$ cat src/rtl/ir_transmitter.sv
// NEC IR transmitter: sends leader, addr/~addr/cmd/~cmd (LSB first) and stop mark from a 16-bit code.
// Outputs are registered; the LED is driven by the 38 kHz carrier gated with the mark envelope.
module ir_transmitter #(
  parameter int UNIT_CYCLES  = 28125,
  parameter int CARRIER_HALF = 658
) (
  input  logic        osc_clk,
  input  logic        reset,
  input  logic [15:0] tx_data,
  input  logic        tx_start,
  output logic        tx_busy,
  output logic        tx_done,
  output logic        ir_envelope,
  output logic        ir_led
);

  localparam int UW = $clog2(UNIT_CYCLES);
  localparam int CW = (CARRIER_HALF > 1) ? $clog2(CARRIER_HALF) : 1;
  localparam logic [UW-1:0] UNIT_MAX = UW'(UNIT_CYCLES - 1);
  localparam logic [CW-1:0] CARR_MAX = CW'(CARRIER_HALF - 1);

  typedef enum logic [2:0] {
    IDLE, LEAD_MARK, LEAD_SPACE, BIT_MARK, BIT_SPACE, STOP_MARK
  } state_t;

  state_t        state, state_nxt;
  logic [UW-1:0] unit_cyc, unit_cyc_nxt;
  logic [4:0]    unit_cnt, unit_cnt_nxt, last_unit;
  logic [4:0]    bit_idx, bit_idx_nxt;
  logic [31:0]   shift, shift_nxt;
  logic [CW-1:0] carr_cnt, carr_cnt_nxt;
  logic          carr_ph, carr_ph_nxt;
  logic          unit_end, state_end, mark_now, mark_nxt, done_nxt;

  // Index of the final unit of the current state (duration minus one).
  always_comb begin
    last_unit = 5'd0;
    case (state)
      LEAD_MARK:  last_unit = 5'd15;
      LEAD_SPACE: last_unit = 5'd7;
      BIT_SPACE:  last_unit = shift[0] ? 5'd2 : 5'd0;
      default:    last_unit = 5'd0;
    endcase
  end

  assign unit_end  = (unit_cyc == UNIT_MAX);
  assign state_end = unit_end && (unit_cnt == last_unit);

  always_comb begin
    state_nxt   = state;
    shift_nxt   = shift;
    bit_idx_nxt = bit_idx;
    done_nxt    = 1'b0;
    case (state)
      IDLE: begin
        if (tx_start) begin
          state_nxt   = LEAD_MARK;
          shift_nxt   = {~tx_data[7:0], tx_data[7:0], ~tx_data[15:8], tx_data[15:8]};
          bit_idx_nxt = 5'd0;
        end
      end
      LEAD_MARK:  if (state_end) state_nxt = LEAD_SPACE;
      LEAD_SPACE: if (state_end) state_nxt = BIT_MARK;
      BIT_MARK:   if (state_end) state_nxt = BIT_SPACE;
      BIT_SPACE: begin
        if (state_end) begin
          shift_nxt   = {1'b0, shift[31:1]};
          bit_idx_nxt = bit_idx + 5'd1;
          state_nxt   = (bit_idx == 5'd31) ? STOP_MARK : BIT_MARK;
        end
      end
      STOP_MARK: begin
        if (state_end) begin
          state_nxt = IDLE;
          done_nxt  = 1'b1;
        end
      end
      default: state_nxt = IDLE;
    endcase
  end

  always_comb begin
    unit_cyc_nxt = '0;
    unit_cnt_nxt = '0;
    if (state != IDLE && !state_end) begin
      unit_cyc_nxt = unit_end ? '0 : unit_cyc + UW'(1);
      unit_cnt_nxt = unit_end ? unit_cnt + 5'd1 : unit_cnt;
    end
  end

  assign mark_now = (state == LEAD_MARK) || (state == BIT_MARK) || (state == STOP_MARK);
  assign mark_nxt = (state_nxt == LEAD_MARK) || (state_nxt == BIT_MARK) || (state_nxt == STOP_MARK);

  // Marks never follow marks, so entering a mark always restarts the carrier high.
  always_comb begin
    carr_cnt_nxt = '0;
    carr_ph_nxt  = 1'b0;
    if (mark_nxt) begin
      if (!mark_now) begin
        carr_ph_nxt = 1'b1;
      end else if (carr_cnt == CARR_MAX) begin
        carr_ph_nxt = ~carr_ph;
      end else begin
        carr_cnt_nxt = carr_cnt + CW'(1);
        carr_ph_nxt  = carr_ph;
      end
    end
  end

  always_ff @(posedge osc_clk or negedge reset) begin
    if (!reset) state <= IDLE;
    else        state <= state_nxt;
  end

  always_ff @(posedge osc_clk or negedge reset) begin
    if (!reset) begin
      unit_cyc    <= '0;
      unit_cnt    <= '0;
      bit_idx     <= '0;
      shift       <= '0;
      carr_cnt    <= '0;
      carr_ph     <= 1'b0;
      tx_busy     <= 1'b0;
      tx_done     <= 1'b0;
      ir_envelope <= 1'b0;
      ir_led      <= 1'b0;
    end else begin
      unit_cyc    <= unit_cyc_nxt;
      unit_cnt    <= unit_cnt_nxt;
      bit_idx     <= bit_idx_nxt;
      shift       <= shift_nxt;
      carr_cnt    <= carr_cnt_nxt;
      carr_ph     <= carr_ph_nxt;
      tx_busy     <= (state_nxt != IDLE);
      tx_done     <= done_nxt;
      ir_envelope <= mark_nxt;
      ir_led      <= mark_nxt & carr_ph_nxt;
    end
  end

endmodule

$ cat config.mk
export PLATFORM = sky130hd
export DESIGN_NAME = ir_transmitter
export DESIGN_NICKNAME = d
export VERILOG_FILES = /design/src/rtl/ir_transmitter.sv
export SDC_FILE = /design/constraint.sdc
export NUM_CORES = 1
export LEC_CHECK = 0
export CORE_AREA = 2 2 82 84
export DETAILED_ROUTE_END_ITERATION = 10
export DIE_AREA = 0 0 84 86
export DONT_BUFFER_PORTS = 1
export PLACE_DENSITY = 0.83
export RECOVER_POWER = 100
export SYNTH_ARGS = -nofsm -noshare
export SYNTH_HDL_FRONTEND = slang
export SYNTH_SLANG_ARGS = --single-unit
$ cat constraint.sdc
create_clock -name osc_clk -period 3.1 [get_ports osc_clk]
set_input_delay 0.31 -clock osc_clk [delete_from_list [all_inputs] [get_ports osc_clk]]
set_output_delay 0.31 -clock osc_clk [all_outputs]
set_load 0.05 [all_outputs]
---- Yosys cells after proc, flatten, opt, wreduce, memory -nomap -nowiden ----
Index checks and enable logic that the tools add are counted.
W data, S select, Z words.
operators by class
  $add $sub $neg .......................... 4
  eq/ne operators ......................... 15
  muxes and demuxes ....................... 28
  bitwise gates (word level) .............. 4
  reductions and logical operators ........ 12
operator list
  kind                     number
  $mux W32                 2
  $pmux W32 S2             1
  $mux W10                 3
  $mux W15                 2
  $mux W3                  7
  $mux W5                  4
  $pmux W3 S6              1
  $not A8 Y8               2
  $add A15 B1 Y15 const B  1
  $eq A15 B15 Y1 const B   1
  $pmux W4 S3              1
  $add A10 B1 Y10 const B  1
  $add A5 B1 Y5 const B    2
  $eq A10 B10 Y1 const B   1
  $pmux W5 S2              1
  $eq A3 B2 Y1 const B     3
  $eq A3 B3 Y1 const B     3
  $eq A3 B1 Y1 const B     2
  $ne A2 B2 Y1 const B     3
  $reduce_bool A3 Y1       2
  $eq A5 B5 Y1             1
  $eq A5 B5 Y1 const B     1
  $mux W1                  5
  $logic_or A1 B1 Y1       4
  other kinds (8)          9
storage, ports and cells
  flip-flop bits (word level) ............. 75
  input port bits ......................... 19
  output and inout port bits .............. 4
  logic and storage cells ................. 74

---- Depth between registers and ports, before layout ----
Gate-level depths: netlist of run 1.
  depth after elaboration ................. 11
  depth in mapped cells ................... 9
  mapped depth without buffers ............ 7

---- Worst setup path before layout of run 1 ----
Ideal clock, no wire load.
  path type ............................... register to register
  start point ............................. register unit_cyc[0]
  end point ............................... register shift[10]
  setup time .............................. 125 ps
  arrival ................................. 2154 ps
  data required time ...................... 2975 ps
  path slack .............................. 821 ps
  cell stages (with the launch flop) ...... 10
  buffers on the path ..................... 2
  period minus slack after synthesis ...... 2279 ps
  path through ............................ dfrtp_1 -> inv_1 -> ha_1 -> nand4b_1 -> nor4_4 -> nand4bb_1 -> buf_2 -> o21ai_4 -> buf_12 -> mux2_4
on the way
  cells in the longest elaborated chain, start to end .. 4
RTL lines
  what                                line  source
  start, declared                     27    logic [UW-1:0] unit_cyc, unit_cyc_nxt;
  start signal, assigned              128   unit_cyc <= unit_cyc_nxt;
  $eq A15 B15 Y1                      46    assign unit_end = (unit_cyc == UNIT_MAX);
  $logic_and A1 B1 Y1                 47    assign state_end = unit_end && (unit_cnt == last_unit);
  $ne A2 B2 Y1 (no source line)       -
  $reduce_and A3 Y1 (no source line)  -
  end signal, assigned                131   shift <= shift_nxt;
  end, declared                       30    logic [31:0] shift, shift_nxt;
No other way between the ends.
A chain may end at the register's enable or synchronous reset.

---- Worst setup path after layout of run 1 ----
  start point ............................. register unit_cyc[0]
  end point ............................... register bit_idx[3]
on the way
  cells in the longest elaborated chain, start to end .. 4
RTL lines
  what                                line  source
  $eq A15 B15 Y1                      46
  $logic_and A1 B1 Y1                 47
  $ne A2 B2 Y1 (no source line)       -
  $reduce_and A3 Y1 (no source line)  -
  end signal, assigned                130   bit_idx <= bit_idx_nxt;
  end, declared                       29    logic [4:0] bit_idx, bit_idx_nxt;
No other way between the ends.

==> results by group, run 1 <==
Status
  • Outcome: finished, violations left
  • Failing checks: max-capacitance violations, max-slew violations

Synthesis
  • FF+latch count, synth: 74
  • Synthesis Warnings: 0
  • Area leader, netlist: dfrtp_1
  • Mapped Cells: 367
  • Mapped Area: 3877 um2
  • Ranking of synthesized cells by area: dfrtp_1 (48%), mux2_4 (11%), nand2_1 (6.2%)
  • Synth cell count leaders: dfrtp_1 (74), nand2_1 (64), nor2_1 (35)
  • Most numerous cell in the Yosys netlist: dfrtp_1
  • Ys async rst share: 1.000
  • Register area share after synthesis: 0.4776
  • Avg Cell Area, Syn: 10.57 um2
  • Mapped Nets: 393
  • Yosys top cell area share: 0.4776
  • Synth unique cells: 48
  • Post-synth EDFFs: 0
  • Top_reg_cell synth: dfrtp_1

Critical path
  • CP Capture Type: register
  • Crit path from: unit_cyc[0]$_DFF_PN0_
  • Critical path peak fanout: 14
  • Worst setup SP type: register
  • Crit path required time: 3370 ps
  • Arr. time, crit path: 2920 ps
  • R2r startpoint: unit_cyc[0]$_DFF_PN0_
  • Kind of critical path: register to register

STA
  • Final setup viols: 0
  • Fin crit share: 0.8573
  • Worst Skew: 9.870 ps
  • Final max-slew violation count: 75
  • Rel. slew slack: -0.1699
  • Final Critical Period: 2658 ps
  • Post-Route Setup TNS: 0 ps
  • Worst-Margin Slew: 1755 ps
  • Fin. Hold Viols: 0
  • RSZ-0062 raised after global routing: false
  • Highest Clock Rate: 376.3 MHz

Clocking
  • CTS buffer count: 9
  • TritonCTS clock tree: done
  • H-tree levels: 3
  • Maximum buffer depth of the clock tree: 2
  • Post-cts sizing count: 0
  • Clock Latency Late Sink: 350 ps
  • Clock sinks: 74
  • Worst-path clk slew: 70 ps
  • CTS root buf: clkbuf_8

Drt
  • Detail Route Antenna Nets: 0
  • DR pass1 iterations: 4
  • DR iter-0 viols: 170
  • DR WL/cell: 15.19 um
  • DRC viols: 0
  • Detailed Route WL: 6850 um
  • Via Count: 2606
  • Drt via density: 5.778

Global routing
  • Vias in the first global route: 2589
  • First-pass GRT wire length: 12080 um
  • Largest net degree at the start of global routing: 75
  • Initial antenna violation count: 0
  • Total track usage: 0.2098
  • GRT overflow: 0
  • Met2 Resource Use GR: 0.3338
  • Met1 Resource Use GR: 0.2785
  • Most used routing layer: met2
  • GR Util met3: 0.06160

Finish
  • Multi-input gate area: 1772 um2
  • Area Growth Syn to Fin: 4.292%
  • # nets final: 396
  • Layout cells sized above 1: 0.08289
  • FILL cells: 515
  • Post-route cell area: 4044 um2
  • Sequential cell area: 1852 um2
  • # diodes: 0

Place
  • Hpwl dp: 4491 um
  • Port bufs: 0
  • GP Congestion: 0.8124
  • Placed cell areas: 3919 um2

Die
  • Die width: 84 um
  • Die Footprint: 7224 um2
  • Boundary Pins: 23
  • Core ar.: 6277 um2
  • Row Count: 29
  • Die Ht: 86 um
  • Starting Density: 0.6177

Pwr
  • Power Dens Cells: 451.0 nW/um2
  • Total power draw: 1.824 mW
  • Leakage: 1.762 nW
  • Peak VDD IR: 0.0003411 V

Worst hold path
  • Worst Hold Launch: tx_data[7]
  • Hold crit path type: input pin to register

Flow run
  • MaxCap Viol Count: 1
==> area by class of cell <==
| type | instances | area share |
|---|---|---|
| clock buffer | 11 | 0.03496 |
| tap | 77 | 0.02382 |
| timing repair buffer | 8 | 0.01702 |
| inverter | 10 | 0.009282 |
| clock inverter | 4 | 0.01887 |
| multi-input combinational | 267 | 0.4381 |
| sequential | 74 | 0.4579 |
==> cell families after synthesis <==
logic type,count (synthesis),share of synthesized area
multiplexers,34,0.1249
AO/OA/AOI/OAI,41,0.08035
AND/OR/NAND/NOR,159,0.1972
flip-flops,74,0.4776
buffers and inverters,26,0.03872
XOR/XNOR,26,0.05873
adder cells (fa/ha/maj),7,0.02259
==> state kept, by name, indices dropped and copies added (netlist names) <==
register	count
shift	32
unit_cyc	15
carr_cnt	10
bit_idx	5
unit_cnt	5
state	3
carr_ph	1
ir_envelope	1
tx_busy	1
tx_done	1
==> through the flow <==
| step | hold slack (ps) | cells | util | worst slack (ps) |
|---|---|---|---|---|
| after global placement | 16.31 | 434 | 0.6243 | 808.7 |
| after global routing | 53.46 | 451 | 0.6442 | 231.6 |
| after detailed placement | 15.81 | 434 | 0.6243 | 651.9 |
| after CTS | 61.35 | 451 | 0.6649 | 597.2 |
| final | 72.27 | 451 | 0.6442 | 442.3 |
| after floorplan | 14.41 | 367 | - | 821.3 |
==> report_power, final <==
part           internal, mW  switching, mW  total (mW)
sequential            0.965              0       0.965
clock                 0.473          0.348       0.820
combinational        0.0109         0.0280      0.0389
==> path summary, 6_finish.rpt <==
| path | endpoint | cells past startpoint | slack, ps |
|---|---|---|---|
| min | shift[31]$_DFFE_PN0P_ | 1 | 70 |
| max | bit_idx[3]$_DFFE_PN0P_ | 9 | 440 |
| min in group asynchronous | shift[18]$_DFFE_PN0P_ | 2 | 980 |
| max reg2reg | bit_idx[3]$_DFFE_PN0P_ | 9 | 440 |
| min reg2reg | shift[20]$_DFFE_PN0P_ | 1 | 490 |
| max in group asynchronous | carr_cnt[1]$_DFF_PN0_ | 2 | 1080 |
==> critical path, stage by stage (launching register included) <==
cell and delay (ps):
dfrtp_1 420, inv_1 80, ha_1 170, nand4b_1 170, nor4_4 240, clkbuf_1 340, nand4bb_1 250, buf_4 260
or4_1 510, a21boi_1 150
==> routing by layer <==
layer | vias to the layer above | share of wire
met4 | 0 | 0.016
li1 | 1257 | -
met5 | - | 0
met1 | 1288 | 0.45
met2 | 50 | 0.49
met3 | 11 | 0.040
==> cell usage in the layout, fill, tap and decap left out, types with 2 or more instances in the layout <==
master,count
o31ai_1,2
ha_1,7
and3_1,5
buf_4,4
and2_1,2
xnor2_1,9
mux2_2,3
nor2b_1,6
nand4bb_1,2
mux2i_1,3
o21ai_0,6
nand3_2,2
nor2_1,36
nor4_1,3
mux2_1,27
nor3_1,10
inv_1,10
clkbuf_1,2
xor2_1,17
o21a_1,17
clkbuf_8,10
bufinv_16,2
nand2b_1,2
dfrtp_1,74
nand2_1,64
o211ai_1,4
nand3_1,11
nand4_1,8
o41ai_1,2
==> repair_timing <==
item	4_1_cts	5_1_grt
hold buffers	2	0
endpoints found under the hold margin	74	0
setup buffers	0	0
No activity file was read; power rests on OpenSTA's default activity.
==> inputs of run 2 (changes only) <==
--- a/config.mk
+++ b/config.mk
@@ -11,6 +11,7 @@
 export DONT_BUFFER_PORTS = 1
 export PLACE_DENSITY = 0.83
 export RECOVER_POWER = 100
+export SLEW_MARGIN = 20
 export SYNTH_ARGS = -nofsm -noshare
 export SYNTH_HDL_FRONTEND = slang
 export SYNTH_SLANG_ARGS = --single-unit
==> results of run 2 <==
No change in the layout: final DEF, timing and power equal those of run 1.
==> inputs of run 3 (changes only) <==
--- a/config.mk
+++ b/config.mk
@@ -11,7 +11,6 @@
 export DONT_BUFFER_PORTS = 1
 export PLACE_DENSITY = 0.83
 export RECOVER_POWER = 100
-export SLEW_MARGIN = 20
 export SYNTH_ARGS = -nofsm -noshare
 export SYNTH_HDL_FRONTEND = slang
 export SYNTH_SLANG_ARGS = --single-unit
==> results of run 3 <==
No change in the layout: final DEF, timing and power equal those of run 1.
